$ cat src/rtl/y86_bus_pkg.sv
// Shared types and byte-lane helpers for the y86 core-to-SRAM bus bridge.
package y86_bus_pkg;

  typedef enum logic [1:0] {
    IDLE = 2'd0,
    ACC0 = 2'd1,
    ACC1 = 2'd2,
    DONE = 2'd3
  } state_t;

  localparam int unsigned MEM_AW_DEFAULT = 14;

  // half=0: lanes of the first (lower) word; half=1: lanes spilling into the next word
  function automatic logic [3:0] lane_be(input logic [1:0] off, input logic half);
    logic [7:0] m;
    m = 8'h0F << off;
    return half ? m[7:4] : m[3:0];
  endfunction

  function automatic logic [31:0] lane_shift(input logic [31:0] data, input logic [1:0] off,
                                             input logic half);
    logic [63:0] s;
    s = {32'h0, data} << {off, 3'b000};
    return half ? s[63:32] : s[31:0];
  endfunction

endpackage

$ cat src/rtl/y86_lane_align.sv
// Combinational byte-lane rotate/merge between the byte-addressed core bus and word-wide SRAM.
module y86_lane_align
  import y86_bus_pkg::*;
(
  input  logic [1:0]  off,
  input  logic        half,
  input  logic [31:0] wdata,
  input  logic [31:0] lo,
  input  logic [31:0] rdata_in,
  output logic [3:0]  be,
  output logic [31:0] wdata_lane,
  output logic [31:0] rdata_out
);

  logic [63:0] cat;

  always_comb begin
    be         = lane_be(off, half);
    wdata_lane = lane_shift(wdata, off, half);
    cat        = {rdata_in, lo} >> {off, 3'b000};
    rdata_out  = (off == 2'd0) ? rdata_in : cat[31:0];
  end

endmodule

$ cat src/rtl/y86_bus_bridge.sv
// Bridges the y86 core's byte-addressed bus onto a word-aligned synchronous SRAM,
// splitting unaligned accesses into two word accesses.
module y86_bus_bridge
  import y86_bus_pkg::*;
#(
  parameter int unsigned MEM_AW = MEM_AW_DEFAULT
) (
  input  logic              clk,
  input  logic              rst,
  input  logic [31:0]       cpu_addr,
  input  logic              cpu_re,
  input  logic              cpu_we,
  input  logic [31:0]       cpu_wdata,
  output logic [31:0]       cpu_rdata,
  output logic              cpu_ready,
  output logic              mem_en,
  output logic              mem_we,
  output logic [MEM_AW-1:0] mem_addr,
  output logic [3:0]        mem_be,
  output logic [31:0]       mem_wdata,
  input  logic [31:0]       mem_rdata,
  output logic              err_oob
);

  localparam logic [MEM_AW-1:0] WORD_ONE = 1;

  state_t            state, state_nx;
  logic [1:0]        off, off_q, off_nx;
  logic [MEM_AW-1:0] w, w1, w1_q, w1_nx;
  logic [31:0]       wdata_q, wdata_nx, lo_q, lo_nx;
  logic              rd_q, rd_nx, rd_valid, rd_valid_nx;
  logic              oob;
  logic              ready_nx, en_nx, we_nx, err_nx;
  logic [MEM_AW-1:0] addr_nx;
  logic [3:0]        be_nx;
  logic [31:0]       wd_nx;

  logic              al_half;
  logic [1:0]        al_off;
  logic [31:0]       al_wdata, al_wlane, al_rdata;
  logic [3:0]        al_be;

  assign off = cpu_addr[1:0];
  assign w   = cpu_addr[MEM_AW+1:2];
  assign w1  = w + WORD_ONE;
  assign oob = |cpu_addr[31:MEM_AW+2];

  assign al_half  = (state == ACC0);
  assign al_off   = (state == IDLE) ? off : off_q;
  assign al_wdata = (state == IDLE) ? cpu_wdata : wdata_q;

  y86_lane_align u_align (
    .off       (al_off),
    .half      (al_half),
    .wdata     (al_wdata),
    .lo        (lo_q),
    .rdata_in  (mem_rdata),
    .be        (al_be),
    .wdata_lane(al_wlane),
    .rdata_out (al_rdata)
  );

  // SRAM data is only valid in DONE, so the read path is a gated mux off the SRAM output register
  assign cpu_rdata = rd_valid ? al_rdata : '0;

  always_comb begin
    state_nx    = state;
    ready_nx    = 1'b0;
    rd_valid_nx = 1'b0;
    en_nx       = 1'b0;
    we_nx       = 1'b0;
    addr_nx     = '0;
    be_nx       = '0;
    wd_nx       = '0;
    err_nx      = err_oob;
    off_nx      = off_q;
    w1_nx       = w1_q;
    wdata_nx    = wdata_q;
    lo_nx       = lo_q;
    rd_nx       = rd_q;
    case (state)
      IDLE: begin
        if (cpu_re || cpu_we) begin
          if (oob || (cpu_re && cpu_we)) begin
            err_nx   = 1'b1;
            ready_nx = 1'b1;
            state_nx = DONE;
          end else begin
            state_nx = ACC0;
            en_nx    = 1'b1;
            we_nx    = cpu_we;
            addr_nx  = w;
            be_nx    = cpu_re ? 4'hF : al_be;
            wd_nx    = cpu_re ? '0 : al_wlane;
            off_nx   = off;
            w1_nx    = w1;
            wdata_nx = cpu_wdata;
            rd_nx    = cpu_re;
          end
        end
      end
      ACC0: begin
        if (off_q != 2'd0) begin
          state_nx = ACC1;
          en_nx    = 1'b1;
          we_nx    = !rd_q;
          addr_nx  = w1_q;
          be_nx    = rd_q ? 4'hF : al_be;
          wd_nx    = rd_q ? '0 : al_wlane;
        end else begin
          state_nx    = DONE;
          ready_nx    = 1'b1;
          rd_valid_nx = rd_q;
        end
      end
      ACC1: begin
        lo_nx       = mem_rdata;
        state_nx    = DONE;
        ready_nx    = 1'b1;
        rd_valid_nx = rd_q;
      end
      default: state_nx = IDLE;
    endcase
  end

  always_ff @(posedge clk or posedge rst) begin
    if (rst) begin
      state     <= IDLE;
      cpu_ready <= 1'b0;
      rd_valid  <= 1'b0;
      mem_en    <= 1'b0;
      mem_we    <= 1'b0;
      mem_addr  <= '0;
      mem_be    <= '0;
      mem_wdata <= '0;
      err_oob   <= 1'b0;
      off_q     <= '0;
      w1_q      <= '0;
      wdata_q   <= '0;
      lo_q      <= '0;
      rd_q      <= 1'b0;
    end else begin
      state     <= state_nx;
      cpu_ready <= ready_nx;
      rd_valid  <= rd_valid_nx;
      mem_en    <= en_nx;
      mem_we    <= we_nx;
      mem_addr  <= addr_nx;
      mem_be    <= be_nx;
      mem_wdata <= wd_nx;
      err_oob   <= err_nx;
      off_q     <= off_nx;
      w1_q      <= w1_nx;
      wdata_q   <= wdata_nx;
      lo_q      <= lo_nx;
      rd_q      <= rd_nx;
    end
  end

endmodule

$ cat config.mk
export PLATFORM = sky130hd
export DESIGN_NAME = y86_bus_bridge
export DESIGN_NICKNAME = d
export VERILOG_FILES = /design/src/rtl/y86_bus_pkg.sv /design/src/rtl/y86_lane_align.sv /design/src/rtl/y86_bus_bridge.sv
export SDC_FILE = /design/constraint.sdc
export NUM_CORES = 1
export LEC_CHECK = 0
export ABC_CLOCK_PERIOD_IN_PS = 4800
export CORE_AREA = 2 2 125 127
export DETAILED_ROUTE_END_ITERATION = 16
export DIE_AREA = 0 0 127 129
export GPL_TIMING_DRIVEN = 0
export PLACE_DENSITY = 0.8
export SKIP_LAST_GASP = 1
export SYNTH_ARGS = -nofsm -noshare
export SYNTH_HDL_FRONTEND = slang
export SYNTH_SLANG_ARGS = --single-unit
export TNS_END_PERCENT = 5
$ cat constraint.sdc
create_clock -name clk -period 4.8 [get_ports clk]
set_input_delay 0.96 -clock clk [delete_from_list [all_inputs] [get_ports clk]]
set_output_delay 0.96 -clock clk [all_outputs]
set_load 0.01 [all_outputs]
### After elaboration in Yosys (flattened, before gate mapping)

Index checks and enable logic that the tools add are counted.

* add/subtract/negate cells: 1
* equality and inequality tests: 3
* shift operators: 3
* muxes and demuxes: 40
* bitwise operators: 1
* reduce and logical (&&, ||, !) cells: 10

Operator list (count)
* $mux 32: 9
* $pmux 32 s2: 1
* $shl 32x5->64: 1
* $shr 64x5->32: 1
* $mux 14: 3
* $pmux 14 s2: 1
* $mux 4: 6
* $reduce_or 16->1: 1
* $add 14x1->14 const B: 1
* $mux 1: 11
* $pmux 4 s2: 1
* $shl 4x2->8 const A: 1
* $mux 2: 3
* $pmux 1 s2: 3
* $pmux 2 s3: 1
* $reduce_and 3->1: 2
* $logic_not 2->1: 2
* $pmux 1 s3: 1
* $eq 2x1->1 const B: 1
* $eq 2x2->1 const B: 1
* $logic_or 1x1->1: 2
* $ne 2x1->1 const B: 1
* $reduce_bool 2->1: 1
* $logic_and 1x1->1: 1
* other kinds (2): 2

* flip-flop bits (word level): 138
* input port bits: 100
* output and inout bits: 86
* word-level logic and storage cells: 72

### Longest topological paths before layout

* word-level depth: 8
* gate-level depth with buffers: 10
* mapped depth without buffers: 7

### Modules after synthesis

A second synthesis with hierarchy kept.

* cell total of the unflattened synthesis: 600
* area total of the unflattened synthesis: 7566.0 µm²

Modules (own cells, without submodules)
* y86_bus_bridge: instances 1, cells an instance 444, area each 5855.6 µm², sequential area each 3453.3 µm²
* y86_lane_align: instances 1, cells an instance 156, area each 1710.4 µm², sequential area each 0.0 µm²

### Least setup slack after synthesis

Ideal clock, no wire load.

* path kind: input port to output port
* start: input cpu_addr[0]
* end: output cpu_rdata[0]
* data arrival time: 2386 ps
* required time: 3840 ps
* path slack: 1454 ps
* stages: 4
* buffers on the path: 1
* cell sequence: buf_2 -> mux2i_2 -> mux4_1 -> and2_1

* word-level cells in the longest chain between the ends: 4
* elaborated cells between the ends (all ways): 5
* classes of those cells: shift: 1; mux: 3; reduce/logical: 1

RTL lines
* from (decl): line y86_bus_bridge.sv:10 `input logic [31:0] cpu_addr,`
* $mux 2 *: line y86_bus_bridge.sv:49 `assign al_off = (state == IDLE) ? off : off_q;`
* $shr 64x5->32 / $logic_not 2->1 (equally long branches): line y86_lane_align.sv:20, y86_lane_align.sv:21
* $mux 32 *: line y86_lane_align.sv:21 `rdata_out = (off == 2'd0) ? rdata_in : cat[31:0];`
* $mux 32 *: line y86_bus_bridge.sv:64 `assign cpu_rdata = rd_valid ? al_rdata : '0;`
* to (decl): line y86_bus_bridge.sv:14 `output logic [31:0] cpu_rdata,`

Mark *: on every way between the ends. The rest lies on a longest branch, timed or not.

### Final worst setup path

* start: input cpu_addr[1]
* end: output cpu_rdata[8]

The elaborated chain is that of the path after synthesis.

==> qor.txt <==
Core area - 0.0150 mm2
Vias per cell - 5.99
Avg Inst Size Synth - 11.4 um2
Largest net degree at the start of global routing - 68
Setup-failing EPs final - 0
Clock Tree Buf Depth - 2
Prevailing post-synth register cell - dfrtp_1
Setup bufs post-CTS - 0
Commonest cells post-synth - dfrtp_1, mux2_2, nor2_1, a21oi_1
Worst hold path depth - 2
Status - finished, final reports clean
Worst r2r path cells - 8
DR vias - 6274
R2r startpoint - state[1]
Row cnt - 45
Synth top area share - 0.444
Chip height - 129 um
I/O Pins - 186
Slowest cell on the critical path - mux2i_1
Layout cell share with drive strength beyond 1 - 0.199
Total GRT Usage - 0.276
Clk pin slew, worst setup/hold paths - 0.06 ns
Max-Cap Viols - 0
Mapped Cells - 643
Final hold violation count - 0
Starting density of the core - 0.489
Final min period - 4.44 ns
P&R area growth vs syn - 37.3%
Hold buffer count at CTS - 0
Fillcell total - 1099
Synth Cell Area - 0.00733 mm2
DP Area - 0.00944 mm2
Worst Hold Class - flip-flop to flip-flop
RSZ-0062 raised after global routing - no
Worst VDD drop - 263 uV
# DRC - 0
Worst setup path startpoint - cpu_addr[1]
Routed WL - 22100 um
RD Place Congestion - 0.923
Seq cells post-synth - 130
Sequential share of the synthesized area - 0.444
CTS buffer count - 17
DP HPWL - 16500 um
Root buf cell - clkbuf_16
Worst-margin pin slew - 0.982 ns
# nets final - 953
Worst clock skew - 0.0106 ns
PostCTS Resize Cnt - 0
Antenna-violating nets left - 0
Clock Sinks - 130
Worst Hold Launch - err_oob
GRT overflow - 0
Worst Path Arrival - 3.48 ns
Slowest cell delay on critical path - 0.66 ns
Setup slack, reg-to-reg - 2.15 ns
Peak Freq - 0.225 GHz
Ant. Diodes - 0
Port bufs - 184
Reg2reg end - mem_be[0]
Max Slew Vio Count - 0
Hold_ws - 0.480 ns
Crit Path Max Fanout - 10
Synth area leaders - dfrtp_1, mux2_2, mux4_2
Die width - 127 um
Critical Path Most Common Cell - clkdlybuf4s50_1
H-tree Lvls - 4
Count leader, synth - dfrtp_1
Power density over cell area - 427 mW/mm2
Leak - 4.29 nW
Worst setup SP type - input port
Final core utilization - 0.672
Max transition margin - 0.332
Global-route wire length before repair - 34700 um
Net count after synthesis - 749
Die ar. - 0.0164 mm2
Post-synth EDFFs - 0
CTS tree - yes
CP Class - input port to output pin
CP endpoint kind - output pin
WL per Instance - 21.1 um
Initial antenna violation count - 0
Hold endpoint - err_oob
Starting DRT DRC Count - 485
Post-synth top area cell - dfrtp_1
DR pass1 iterations - 5
Tcrit/Tclk final - 0.926
Vias in the first global route - 6337
Worst path cell trace - clkdlybuf4s50_1, mux2i_1, buf_2, mux4_1, and2_1, clkdlybuf4s50_1
CP Data Required Time - 3.84 ns
Clock Latency Late Sink - 0.43 ns
Async SR Flop Fraction - 1.00
Design Area, Final - 0.0101 mm2
Yosys warnings - 0
Synth cell types - 45
==> flip-flops by register name, summed over array words and instances (netlist names) <==
register   flops
state          2
mem_en         1
rd_valid       1
err_oob        1
mem_be         4
off_q          2
wdata_q       32
mem_we         1
mem_addr      14
mem_wdata     32
lo_q          24
rd_q           1
cpu_ready      1
w1_q          14
==> routing by layer <==
metal  part of all wire  wire length [um]  vias up  global-route usage
met5                  0                 0        -                   0
met4              0.015               326        0              0.0886
met3              0.085              1870       31              0.0723
met2               0.47             10500      352               0.441
met1               0.43              9410     3115               0.373
li1                   -                 -     2776                   -
==> how the worst max path moves through the flow <==
| stage | to | slack [ns] | depth (start not counted) |
|---|---|---|---|
| after floorplan | cpu_ready | 0.37 | 1 |
| after global placement | wdata_q[6] | -1.24 | 2 |
| after detailed placement | cpu_rdata[8] | 0.39 | 6 |
| after CTS | cpu_rdata[8] | 0.39 | 6 |
| after global routing | cpu_rdata[8] | 0.32 | 6 |
| final | cpu_rdata[8] | 0.36 | 6 |
==> where the power goes <==
| group | internal [mW] | leakage [nW] | total [mW] | switching (mW) |
|---|---|---|---|---|
| registers | 1.22 | 1.75 | 1.30 | 0.0848 |
| clock network | 0.861 | 0.304 | 1.35 | 0.488 |
| logic | 0.757 | 2.23 | 1.64 | 0.888 |
==> cell families after synthesis <==
group / count (synthesis) / synth area share
adder cells (fa/ha/maj): 6 / 0.0102
buffers and inverters: 62 / 0.0458
XOR/XNOR: 14 / 0.0167
AND/OR/NAND/NOR: 166 / 0.111
AO/OA/AOI/OAI: 135 / 0.122
flip-flops: 130 / 0.444
multiplexers: 130 / 0.250
==> metrics by stage <==
stage	power (mW)	std cells	setup WS (ns)	TNS [ns]
after floorplan	2.45	643	0.371	0
after global placement	2.88	1015	-1.24	-159.94
after detailed placement	2.93	1016	0.390	0
after CTS	4.29	1048	0.390	0
after global routing	4.49	1048	0.317	0
final	4.30	1048	0.356	0
==> cells in the final DEF (no fill, tap or decap), types with 4 or more instances in the layout <==
cell | Yosys | final
a211oi_1 | 15 | 15
a21oi_1 | 48 | 48
a22o_1 | 11 | 11
a22oi_1 | 21 | 21
and2_1 | 33 | 33
buf_2 | 27 | 27
buf_6 | 6 | 6
clkbuf_1 | 14 | 15
clkbuf_16 | 0 | 17
clkdlybuf4s50_1 | 0 | 184
dfrtp_1 | 130 | 130
ha_1 | 6 | 6
inv_1 | 9 | 8
mux2_2 | 70 | 70
mux2i_1 | 26 | 26
mux4_1 | 9 | 9
mux4_2 | 23 | 23
nand2_1 | 33 | 33
nand2b_1 | 4 | 4
nand3_1 | 13 | 13
nor2_1 | 50 | 50
nor2b_1 | 17 | 17
nor3_1 | 6 | 6
nor4_1 | 5 | 5
o2111ai_1 | 4 | 4
o21ai_0 | 15 | 15
o22ai_1 | 4 | 4
o31ai_1 | 4 | 4
o31ai_2 | 5 | 5
xnor2_1 | 11 | 11
==> critical path: cells and delay by family <==
kind                   cells  cell delay (ns)
buffers and inverters      3             1.30
multiplexers               2             1.03
AND/OR/NAND/NOR            1             0.19
==> final cells by class <==
cell class	count	area, um2	share of cell area
Clock inverter	11	151	0.0151
Buffer	52	298	0.0296
Clock buffer	21	470	0.0468
Timing Repair Buffer	185	1870	0.186
Multi-Input combinational cell	451	3740	0.372
Sequential cell	130	3250	0.323
Inverter	10	42.5	0.00423
Tap cell	188	235	0.0234
(Power assumes the default switching activity.)
